[config.mk]
export PLATFORM = sky130hd
export DESIGN_NAME = mem_port_arbiter
export DESIGN_NICKNAME = d
export VERILOG_FILES = /design/src/rtl/mem_port_arbiter_pkg.sv /design/src/rtl/mem_port_arbiter.sv
export SDC_FILE = /design/constraint.sdc
export NUM_CORES = 1
export LEC_CHECK = 0
export BUFFER_PORTS_ARGS = -buffer_cell sky130_fd_sc_hd__buf_2
export CAP_MARGIN = 15
export CORE_AREA = 2 2 118 120
export CTS_CLUSTER_DIAMETER = 150
export CTS_CLUSTER_SIZE = 20
export DETAILED_ROUTE_END_ITERATION = 10
export DIE_AREA = 0 0 120 122
export PLACE_DENSITY = 0.64
export SYNTH_ARGS = -nofsm -noshare
export SYNTH_HDL_FRONTEND = slang
export SYNTH_SLANG_ARGS = --single-unit
export TNS_END_PERCENT = 1
[constraint.sdc]
create_clock -name clk -period 1.5 [get_ports clk]
set_input_delay 0 -clock clk [delete_from_list [all_inputs] [get_ports clk]]
set_output_delay 0 -clock clk [all_outputs]
set_load 0.1 [all_outputs]
[src/rtl/mem_port_arbiter_pkg.sv]
// Shared types and the round-robin decision for the two-port RAM arbiter.
package ArbPkg;

  typedef enum logic [1:0] {
    ArbIdle   = 2'd0,
    ArbServe0 = 2'd1,
    ArbServe1 = 2'd2
  } arb_state_t;

  localparam logic Port0 = 1'b0;
  localparam logic Port1 = 1'b1;

  // Next owner: a sole requester wins; on a tie the port not served last wins.
  function automatic arb_state_t rr_pick(input logic req0, input logic req1,
                                         input logic last_port);
    if (req0 && req1) return (last_port == Port0) ? ArbServe1 : ArbServe0;
    else if (req0)    return ArbServe0;
    else if (req1)    return ArbServe1;
    else              return ArbIdle;
  endfunction

endpackage

[src/rtl/mem_port_arbiter.sv]
// Two-port arbiter in front of the single-port unified RAM: registered
// round-robin ownership with a bounded burst lock and registered read return.
module mem_port_arbiter
  import ArbPkg::*;
#(
  parameter int ADDR_W    = 32,
  parameter int DATA_W    = 32,
  parameter int MAX_BURST = 8
) (
  input  logic              clk,
  input  logic              reset,
  input  logic              req0,
  input  logic              lock0,
  input  logic              we0,
  input  logic [ADDR_W-1:0] addr0,
  input  logic [DATA_W-1:0] wdata0,
  output logic              gnt0,
  output logic [DATA_W-1:0] rdata0,
  output logic              rvalid0,
  input  logic              req1,
  input  logic              lock1,
  input  logic              we1,
  input  logic [ADDR_W-1:0] addr1,
  input  logic [DATA_W-1:0] wdata1,
  output logic              gnt1,
  output logic [DATA_W-1:0] rdata1,
  output logic              rvalid1,
  output logic [ADDR_W-1:0] ram_addr,
  output logic              ram_we,
  output logic [DATA_W-1:0] ram_wdata,
  input  logic [DATA_W-1:0] ram_rdata
);

  localparam int CNT_W = (MAX_BURST > 1) ? $clog2(MAX_BURST) : 1;
  localparam logic [CNT_W-1:0] BURST_MAX = CNT_W'(MAX_BURST - 1);

  arb_state_t       state;
  logic [CNT_W-1:0] burst_cnt;
  logic             last_port;

  assign gnt0 = (state == ArbServe0) && req0;
  assign gnt1 = (state == ArbServe1) && req1;

  // Ownership FSM, burst counter and round-robin pointer.
  always_ff @(posedge clk) begin
    if (reset) begin
      state     <= ArbIdle;
      burst_cnt <= '0;
      last_port <= Port1;
    end else begin
      case (state)
        ArbIdle: state <= rr_pick(req0, req1, last_port);
        ArbServe0: begin
          if (gnt0) begin
            last_port <= Port0;
            if (lock0 && (!req1 || burst_cnt < BURST_MAX)) begin
              if (burst_cnt != BURST_MAX) burst_cnt <= burst_cnt + 1'b1;
            end else begin
              state     <= rr_pick(req0, req1, Port0);
              burst_cnt <= '0;
            end
          end else begin
            state     <= rr_pick(req0, req1, last_port);
            burst_cnt <= '0;
          end
        end
        ArbServe1: begin
          if (gnt1) begin
            last_port <= Port1;
            if (lock1 && (!req0 || burst_cnt < BURST_MAX)) begin
              if (burst_cnt != BURST_MAX) burst_cnt <= burst_cnt + 1'b1;
            end else begin
              state     <= rr_pick(req0, req1, Port1);
              burst_cnt <= '0;
            end
          end else begin
            state     <= rr_pick(req0, req1, last_port);
            burst_cnt <= '0;
          end
        end
        default: begin
          state     <= ArbIdle;
          burst_cnt <= '0;
        end
      endcase
    end
  end

  // RAM drive follows the current owner; idle drives zeros.
  always_comb begin
    ram_addr  = '0;
    ram_wdata = '0;
    ram_we    = 1'b0;
    case (state)
      ArbServe0: begin
        ram_addr  = addr0;
        ram_wdata = wdata0;
        ram_we    = gnt0 & we0;
      end
      ArbServe1: begin
        ram_addr  = addr1;
        ram_wdata = wdata1;
        ram_we    = gnt1 & we1;
      end
      default: ;
    endcase
  end

  // Registered read return: one-cycle rvalid pulse, rdata held until next read.
  always_ff @(posedge clk) begin
    if (reset) begin
      rvalid0 <= 1'b0;
      rvalid1 <= 1'b0;
      rdata0  <= '0;
      rdata1  <= '0;
    end else begin
      rvalid0 <= gnt0 & ~we0;
      rvalid1 <= gnt1 & ~we1;
      if (gnt0 && !we0) rdata0 <= ram_rdata;
      if (gnt1 && !we1) rdata1 <= ram_rdata;
    end
  end

endmodule

==> reports/summary.txt, run 1 <==
status: finished, violations left
violated checks: negative setup slack
drt total wl: 16,200 um
PwrDens: 911 nW/um2
Hold Crit Class: input pin to register
via count: 4,856
FP Rows: 43
clk slew on worst S/H paths: 60 ps
RSZ-0062 raised after global routing: yes
antenna-violating nets left: 0
CTS buffer count: 9
CP required: 1500 ps
kind of end point of the critical path: output pin
first-pass GRT wire length: 23,400 um
commonest non-fill, non-tap cell in the layout: buf_2
Worst R2R Setup Slack: -140 ps
power share of the combinational group: 0.423
IO Port Bufs: 300
Clock Skews: 7.94 ps
Fin. Hold Viols: 0
crit path time final: 1700 ps
DIE HEIGHT: 122 um
relative slew slack: 0.664
crit path max fanout: 15
Critical Path AT: 1700 ps
syn nets: 666
DRC viols: 0
most frequent cells in the layout: buf_2, nand2_1, buf_12
max_cap viols: 0
post-synthesis cell area: 3730 um2
Worst Max-Slew Pin Slew: 508 ps
final setup fails: 81
largest net degree at the start of global routing: 67
drt first pass iters: 4
setup TNS: -11,660 ps
clock share of power: 0.311
yosys warns: 0
register share of total power: 0.266
overall routing resource usage: 0.200
die area: 14,600 um2
GRT overflow: 0
Place WS: -62.7 ps
fmax: 590 MHz
CTS tree: yes
worst skew pair latency: 330 ps
CP Launch Type: register
WL/cell: 16.2 um
die width: 120 um
Pint: 0.00478 W
core region area: 13,500 um2
fillers: 1,143
sw frac: 0.360
Synth cell types: 31
detailed placer's ending HPWL: 11,300 um
mean area per synthesized cell: 7.57 um2
GPL Wtd Cong: 0.895
register area share after synthesis: 0.386
Clock Tree Root: clkbuf_16
Via-to-Cell Ratio: 4.84
CTS HTree Levels: 3
n_diodes: 0
NetSw: 0.00268 W
Nets: 991
number of global-route vias before repair: 4,667
Layout area overhead: 120%
Tcrit/Tclk final: 1.13
dpl cell area: 6970 um2
final worst setup slack: -196 ps
CTS max path bufs: 2
fin area: 8200 um2
Initial Util: 0.276
Yosys reg bits: 72
VDD IR max: 0.000606 V
Pwr Total: 0.00746 W
fraction of layout instances using a drive strength above 1: 0.595
crit path kind: register to output pin
post-synthesis instance total: 493
Initial DRC Count: 291
CTS sink cnt: 72
initial antenna violation count: 0
P_leak: 3.27 nW
count of final max-slew check failures: 0
I/O Pins: 301
[per-stage QoR]
stage,util,std cells,hold WS (ps)
final,0.607,1003,27.2
after floorplan,-,493,136
after global placement,0.516,944,253
after CTS,0.577,998,19.4
after detailed placement,0.516,944,259
after global routing,0.607,1003,48.3
[power by group through the flow]
stage	Combinational (W)	Sequential, W	Clock [W]
after floorplan	0.00159	0.00228	0
after global placement	0.00272	0.00202	0
after detailed placement	0.00272	0.00203	0
after CTS	0.00293	0.00199	0.00236
after global routing	0.00328	0.00199	0.00243
final	0.00315	0.00199	0.00232
[cell usage after synthesis, drive strengths merged]
cell       n  area share
a22oi     65        0.13
nand3b     1      0.0020
and4       1      0.0023
nand2    134        0.14
o21ai      3      0.0040
dfxtp     72        0.39
nor3       1      0.0013
nand2b     4      0.0067
nand4bb    1      0.0030
a21oi     71       0.095
or2        1      0.0017
o32ai      1      0.0023
o21bai     1      0.0020
ha         5       0.017
buf       27       0.049
inv        7      0.0070
o41ai      1      0.0044
and2       1      0.0020
and2b      1      0.0020
nand3      3      0.0040
nor2b     64        0.11
nor2       6      0.0067
a21boi     3      0.0060
o22ai      1      0.0017
clkbuf    18       0.018
[flip-flops by register name (all words and copies together), names as in the netlist]
name and count:
burst_cnt 3, rvalid0 1, rdata1 32, last_port 1
rdata0 32, state 2, rvalid1 1
[path summary, 6_finish.rpt]
kind              depth (start not counted)      endpoint        from
hold / removal                            3      state[0]        req0
setup reg to reg                          7      state[0]    state[1]
setup / recovery                          6  ram_wdata[3]    state[1]
hold reg to reg                           2    rdata0[12]  rdata0[12]
[cells by family (layout without fill, tap and decap cells)]
family / after synthesis / in the layout / share of synthesized area
AND/OR/NAND/NOR: 218 / 218 / 0.275
buffers and inverters: 52 / 382 / 0.0741
adder cells (fa/ha/maj): 5 / 5 / 0.0168
flip-flops: 72 / 72 / 0.386
AO/OA/AOI/OAI: 146 / 146 / 0.248
[area by class of cell]
| class | count | area (um2) | share of cell area |
|---|---|---|---|
| repair buffers | 359 | 3280 | 0.400 |
| clock inverters | 7 | 103 | 0.0125 |
| inverters | 7 | 35.0 | 0.00427 |
| flip-flops and latches | 72 | 1450 | 0.177 |
| well taps | 180 | 225 | 0.0275 |
| clock buffers | 9 | 225 | 0.0275 |
| multi-input cells | 369 | 2880 | 0.351 |
[routing by layer]
metal | up-vias | GRT usage | part of all wire
li1 | 2323 | - | -
met1 | 2268 | 0.231 | 0.39
met2 | 244 | 0.352 | 0.50
met3 | 21 | 0.0641 | 0.089
met4 | 0 | 0.0625 | 0.019
met5 | - | 0 | 0
[repair_timing]
| action | 4_1_cts | 5_1_grt |
|---|---|---|
| gates cloned | 1 | 4 |
| gates resized for setup | 20 | 67 |
| hold buffers | 34 | 0 |
| endpoints found under the setup margin | 98 | 122 |
| endpoints found under the hold margin | 67 | 0 |
| pin swaps | 6 | 15 |
| buffers inserted | 3 | 1 |
[worst max-delay path, cell delays in order (launching register included)]
cell	delay (ps)
dfxtp_4	380
inv_4	50
ha_4	220
clkbuf_16	200
a22oi_1	250
nor2b_4	80
buf_12	170
(Power assumes the default switching activity.)
==> run 2: changes to the inputs <==
==> constraint.sdc (replaced) <==
create_clock -name clk -period 1.5 [get_ports clk]
set_input_delay 0.3 -clock clk [delete_from_list [all_inputs] [get_ports clk]]
set_output_delay 0.3 -clock clk [all_outputs]
set_load 0.1 [all_outputs]
==> reports/summary.txt, run 2 (synthesis results as in run 1) <==
P_leak: 3.27 nW
Layout area overhead: 119%
CTS tree: yes
PwrDens: 942 nW/um2
Largest regs: rdata0 (32), rdata1 (32), burst_cnt (3)
kind of end point of the critical path: output pin
Critical Path AT: 1700 ps
Bufs and invs on worst path: 4
Hold Crit Class: input pin to register
fraction of layout instances using a drive strength above 1: 0.639
dpl cell area: 7090 um2
FP Rows: 43
Initial Util: 0.276
Pint: 0.00504 W
crit path cell chain: inv_4 -> ha_4 -> buf_12 -> buf_4 -> a22oi_2 -> nor2b_4 -> buf_12
sw frac: 0.346
crit path kind: register to output pin
largest net degree at the start of global routing: 67
Reg area: 1450 um2
IO Port Bufs: 300
crit path max fanout: 15
Fin. Hold Viols: 0
status: finished, violations left
CTS HTree Levels: 3
final worst setup slack: -498 ps
CTS buffer count: 9
fin area: 8180 um2
core region area: 13,500 um2
crit path time final: 2000 ps
Pwr Total: 0.00770 W
Clock Tree Root: clkbuf_16
count of final max-slew check failures: 0
DIE HEIGHT: 122 um
GRT overflow: 0
power share of the combinational group: 0.423
most frequent cells in the layout: buf_2, nand2_1, buf_12
DRC viols: 0
Tcrit/Tclk final: 1.33
overall routing resource usage: 0.213
final setup fails: 137
final core utilization: 0.605
violated checks: negative setup slack
relative slew slack: 0.652
Via-to-Cell Ratio: 4.82
drt first pass iters: 4
RSZ-0062 raised after global routing: yes
via count: 4,779
register share of total power: 0.258
CP required: 1200 ps
die width: 120 um
fillers: 1,136
Nets: 977
max incr delay on CP: 380 ps
CTS sink cnt: 72
die area: 14,600 um2
cell family with most CP delay: buffers and inverters
cell mode on critical path: buf_12
CP Launch Type: register
CTS max path bufs: 2
NetSw: 0.00266 W
initial antenna violation count: 2
VDD IR max: 0.000576 V
worst skew pair latency: 320 ps
first-pass GRT wire length: 24,400 um
Slowest-stage cell, CP: dfxtp_4
Initial DRC Count: 296
detailed placer's ending HPWL: 11,600 um
GPL Wtd Cong: 0.919
max_cap viols: 0
clock share of power: 0.319
commonest non-fill, non-tap cell in the layout: buf_2
Clock Skews: 7.86 ps
clk slew on worst S/H paths: 60 ps
antenna-violating nets left: 0
I/O Pins: 301
number of global-route vias before repair: 4,573
drt total wl: 16,700 um
area used by multi-input combinational logic: 2930 um2
WL/cell: 16.8 um
fmax: 501 MHz
Worst Max-Slew Pin Slew: 525 ps
==> run 2: what timing repair did <==
| action | in CTS | in global routing |
|---|---|---|
| setup buffers | 2 | 5 |
| setup endpoints to repair | 134 | 137 |
| pin swaps | 8 | 25 |
| hold endpoints to repair | 0 | 0 |
| gates resized for setup | 68 | 28 |
| hold buffers | 0 | 0 |
| gates cloned | 5 | 3 |
==> run 2: worst register-to-register path, cell delays in order, from the launching register on <==
cell	delay, ps
dfxtp_4	360
inv_4	70
ha_4	190
buf_12	160
nand2_8	60
buf_4	130
or2_4	230
buf_12	170
nand2_1	100
a21oi_1	70
==> run 2: metrics by stage <==
stage / setup TNS, ps / hold WS [ps] / std cells / worst slack, ps
after floorplan: -30670 / 436 / 493 / -508
after global placement: -15800 / 439 / 958 / -200
after detailed placement: -17970 / 444 / 958 / -223
after CTS: -37570 / 209 / 981 / -519
after global routing: -47620 / 210 / 990 / -549
final: -38310 / 220 / 991 / -498
==> run 2: power by group through the flow <==
stage,logic [W],registers (W),clock network (W)
4_1_cts,0.00312,0.00199,0.00252
6_report,0.00326,0.00199,0.00246
2_1_floorplan,0.00159,0.00228,0
3_3_place_gp,0.00278,0.00202,0
5_1_grt,0.00339,0.00199,0.00259
3_5_place_dp,0.00279,0.00203,0
==> run 2: final timing paths <==
check | start | end | slack (ps) | depth (start not counted)
hold / removal | ram_rdata[1] | rdata0[1] | 220 | 3
hold reg to reg | rdata0[23] | rdata0[23] | 450 | 2
setup reg to reg | state[1] | rdata0[14] | -180 | 9
setup / recovery | state[1] | ram_wdata[5] | -500 | 7
==> run 2: routing by layer <==
layer,vias to the layer above,part of all wire,wire length [um],GRT usage
met3,24,0.084,1390,0.0679
met2,223,0.50,8270,0.371
met1,2234,0.40,6660,0.249
met4,0,0.020,339,0.0691
met5,-,0,0,0
li1,2298,-,-,-
==> run 2: layout make-up <==
| cell class | instances | share of cell area |
|---|---|---|
| Tap cell | 180 | 0.0275 |
| Multi-Input combinational cell | 369 | 0.359 |
| Inverter | 7 | 0.00429 |
| Clock buffer | 11 | 0.0297 |
| Antenna cell | 2 | 0.000612 |
| Timing Repair Buffer | 345 | 0.389 |
| Sequential cell | 72 | 0.177 |
| Clock inverter | 5 | 0.0127 |
==> run 3: changes to the inputs <==
Settings changed: ABC_AREA from default to 1, CAP_MARGIN 15 to default, PLACE_DENSITY 0.64 to 0.63.
Clock period 1.5 ns to 1.72 ns, I/O delays scaled along.
==> reports/summary.txt, run 3 <==
status: finished, violations left
violated checks: negative setup slack
Slowest-stage cell, CP: dfxtp_4
P_leak: 3.43 nW
CTS sink cnt: 72
kind of end point of the critical path: output pin
Place WS: -52.1 ps
die width: 120 um
most numerous cell in the Yosys netlist: nand2_1
FP Rows: 43
CP Launch Type: register
largest net degree at the start of global routing: 50
PwrDens: 920 nW/um2
crit path kind: register to output pin
post-synthesis cell area: 3640 um2
hold depth: 3
commonest cells in the netlist: nand2_1, nor2_1, a21oi_1, dfxtp_1, o21ai_0
number of global-route vias before repair: 4,810
syn nets: 740
Fin. Hold Viols: 0
Critical Path AT: 1680 ps
relative slew slack: 0.601
IO Port Bufs: 300
final worst setup slack: -308 ps
Yosys reg bits: 72
clk slew on worst S/H paths: 60 ps
most frequent cells in the layout: buf_2, nor2_1, nand2_1
Non-Filler Instances: 1,063
Layout area overhead: 118%
mean area per synthesized cell: 6.41 um2
Worst Max-Slew Pin Slew: 598 ps
count of final max-slew check failures: 0
antenna-violating nets left: 0
Nets: 1,050
max_cap viols: 0
first-pass GRT wire length: 25,000 um
overall routing resource usage: 0.214
via count: 4,910
post-synthesis instance total: 567
yosys warns: 0
Worst R2R Setup Slack: -10 ps
fmax: 493 MHz
worst skew pair latency: 330 ps
largest cells by area after synthesis: dfxtp_1, nand2_1, nor2_1
initial antenna violation count: 4
CTS max path bufs: 2
I/O Pins: 301
Initial Util: 0.269
reg-to-reg endpoint: rdata1[20]
main flop type after synthesis: dfxtp_1
VDD IR max: 0.000783 V
min-delay src: ram_rdata[1]
fillers: 1,201
commonest non-fill, non-tap cell in the layout: buf_2
Synth cell types: 22
cell mode on critical path: buf_12
Hold Path End: rdata1[1]
Post-synth ARST share: 0
Clock Skews: 4.20 ps
Initial DRC Count: 194
drt first pass iters: 4
R2R depth: 9
CP required: 1380 ps
fraction of layout instances using a drive strength above 1: 0.522
crit path cell chain: inv_4 -> ha_4 -> buf_12 -> buf_12 -> nand2_2 -> a21oi_4 -> buf_12
worst r2r src: state[0]
die area: 14,600 um2
crit path time final: 2030 ps
CTS tree: yes
Largest regs: rdata0 (32), rdata1 (32), burst_cnt (3)
detailed placer's ending HPWL: 12,400 um
Post-synth EDFFs: 0
core region area: 13,500 um2
Via-to-Cell Ratio: 4.62
Synth area leader: dfxtp_1
CTS buffer count: 9
drt total wl: 16,500 um
GPL Wtd Cong: 0.779
crit path max fanout: 7
DP Cell Count: 1,034
final setup fails: 68
RSZ-0062 raised after global routing: yes
Post-CTS Hold Buffers: 0
DRC viols: 0
register area share after synthesis: 0.396
max incr delay on CP: 360 ps
DIE HEIGHT: 122 um
Tcrit/Tclk final: 1.18
Synth top area share: 0.396
Clock Tree Root: clkbuf_16
GRT overflow: 0
WL/cell: 15.5 um
Hold Crit Class: input pin to register
CTS HTree Levels: 3
-- run 3: worst max path at each step --
stage               slack, ps     start             to
floorplan                -280  state[0]         ram_we
global placement          -30  state[0]   ram_addr[22]
detailed placement        -50  state[0]     rdata1[20]
CTS                      -340  state[1]    ram_addr[4]
global route             -370  state[0]         ram_we
finish                   -310  state[0]  ram_wdata[26]
-- run 3: critical path: cells and delay by family (launching register included) --
family,cells,cell delay [ps]
flops,1,360
simple gates,1,60
compound gates,1,170
fa+ha+maj,1,210
buf+inv,4,540
-- run 3: what timing repair did --
item                       in CTS  in global routing
resized for setup              11                 27
pin swaps                       1                 15
setup endpoints to repair      99                100
gates cloned                    1                  2
setup buffers                   1                  8
-- run 3: cell families (layout without fill, tap and decap cells) --
family,count (synthesis),count (layout),share of synthesized area
compound gates,141,141,0.195
other cells,0,1,0
flops,72,72,0.396
simple gates,291,291,0.309
buf+inv,57,372,0.0808
fa+ha+maj,5,5,0.0172
xor+xnor,1,1,0.00241
-- run 3: report_power, final --
part | total (W) | internal (W) | leakage [nW] | switching, W
logic | 0.00332 | 0.00108 | 2.67 | 0.00223
registers | 0.00180 | 0.00175 | 0.585 | 0.0000482
clock network | 0.00218 | 0.00149 | 0.172 | 0.000685
total | 0.00729 | 0.00433 | 3.43 | 0.00296
-- run 3: area by class of cell --
cell class,count,area (um2),area share
clock inverter,5,103,0.0130
sequential,72,1450,0.183
clock buffer,11,253,0.0319
antenna,1,2.50,0.000316
timing repair buffer,339,3040,0.384
inverter,17,86.3,0.0109
multi-input combinational,438,2760,0.349
tap,180,225,0.0284
-- run 3: routing by layer --
layer | wire [um] | vias up | share of wire | global-route usage
li1 | - | 2430 | - | -
met1 | 6420 | 2241 | 0.39 | 0.244
met2 | 8230 | 208 | 0.50 | 0.381
met3 | 1530 | 25 | 0.093 | 0.0749
met4 | 251 | 6 | 0.015 | 0.0581
met5 | 37 | - | 0.0022 | 0
-- run 3: stage by stage --
stage,area (um2),hold WS (ps),TNS [ps],utilization,total power [W]
floorplan,4510,406,-15950,-,0.00400
global placement,7270,476,-918,0.538,0.00498
detailed placement,7270,478,-2590,0.538,0.00499
CTS,7720,243,-19730,0.572,0.00726
global route,7920,248,-25210,0.586,0.00756
finish,7920,254,-17800,0.586,0.00729
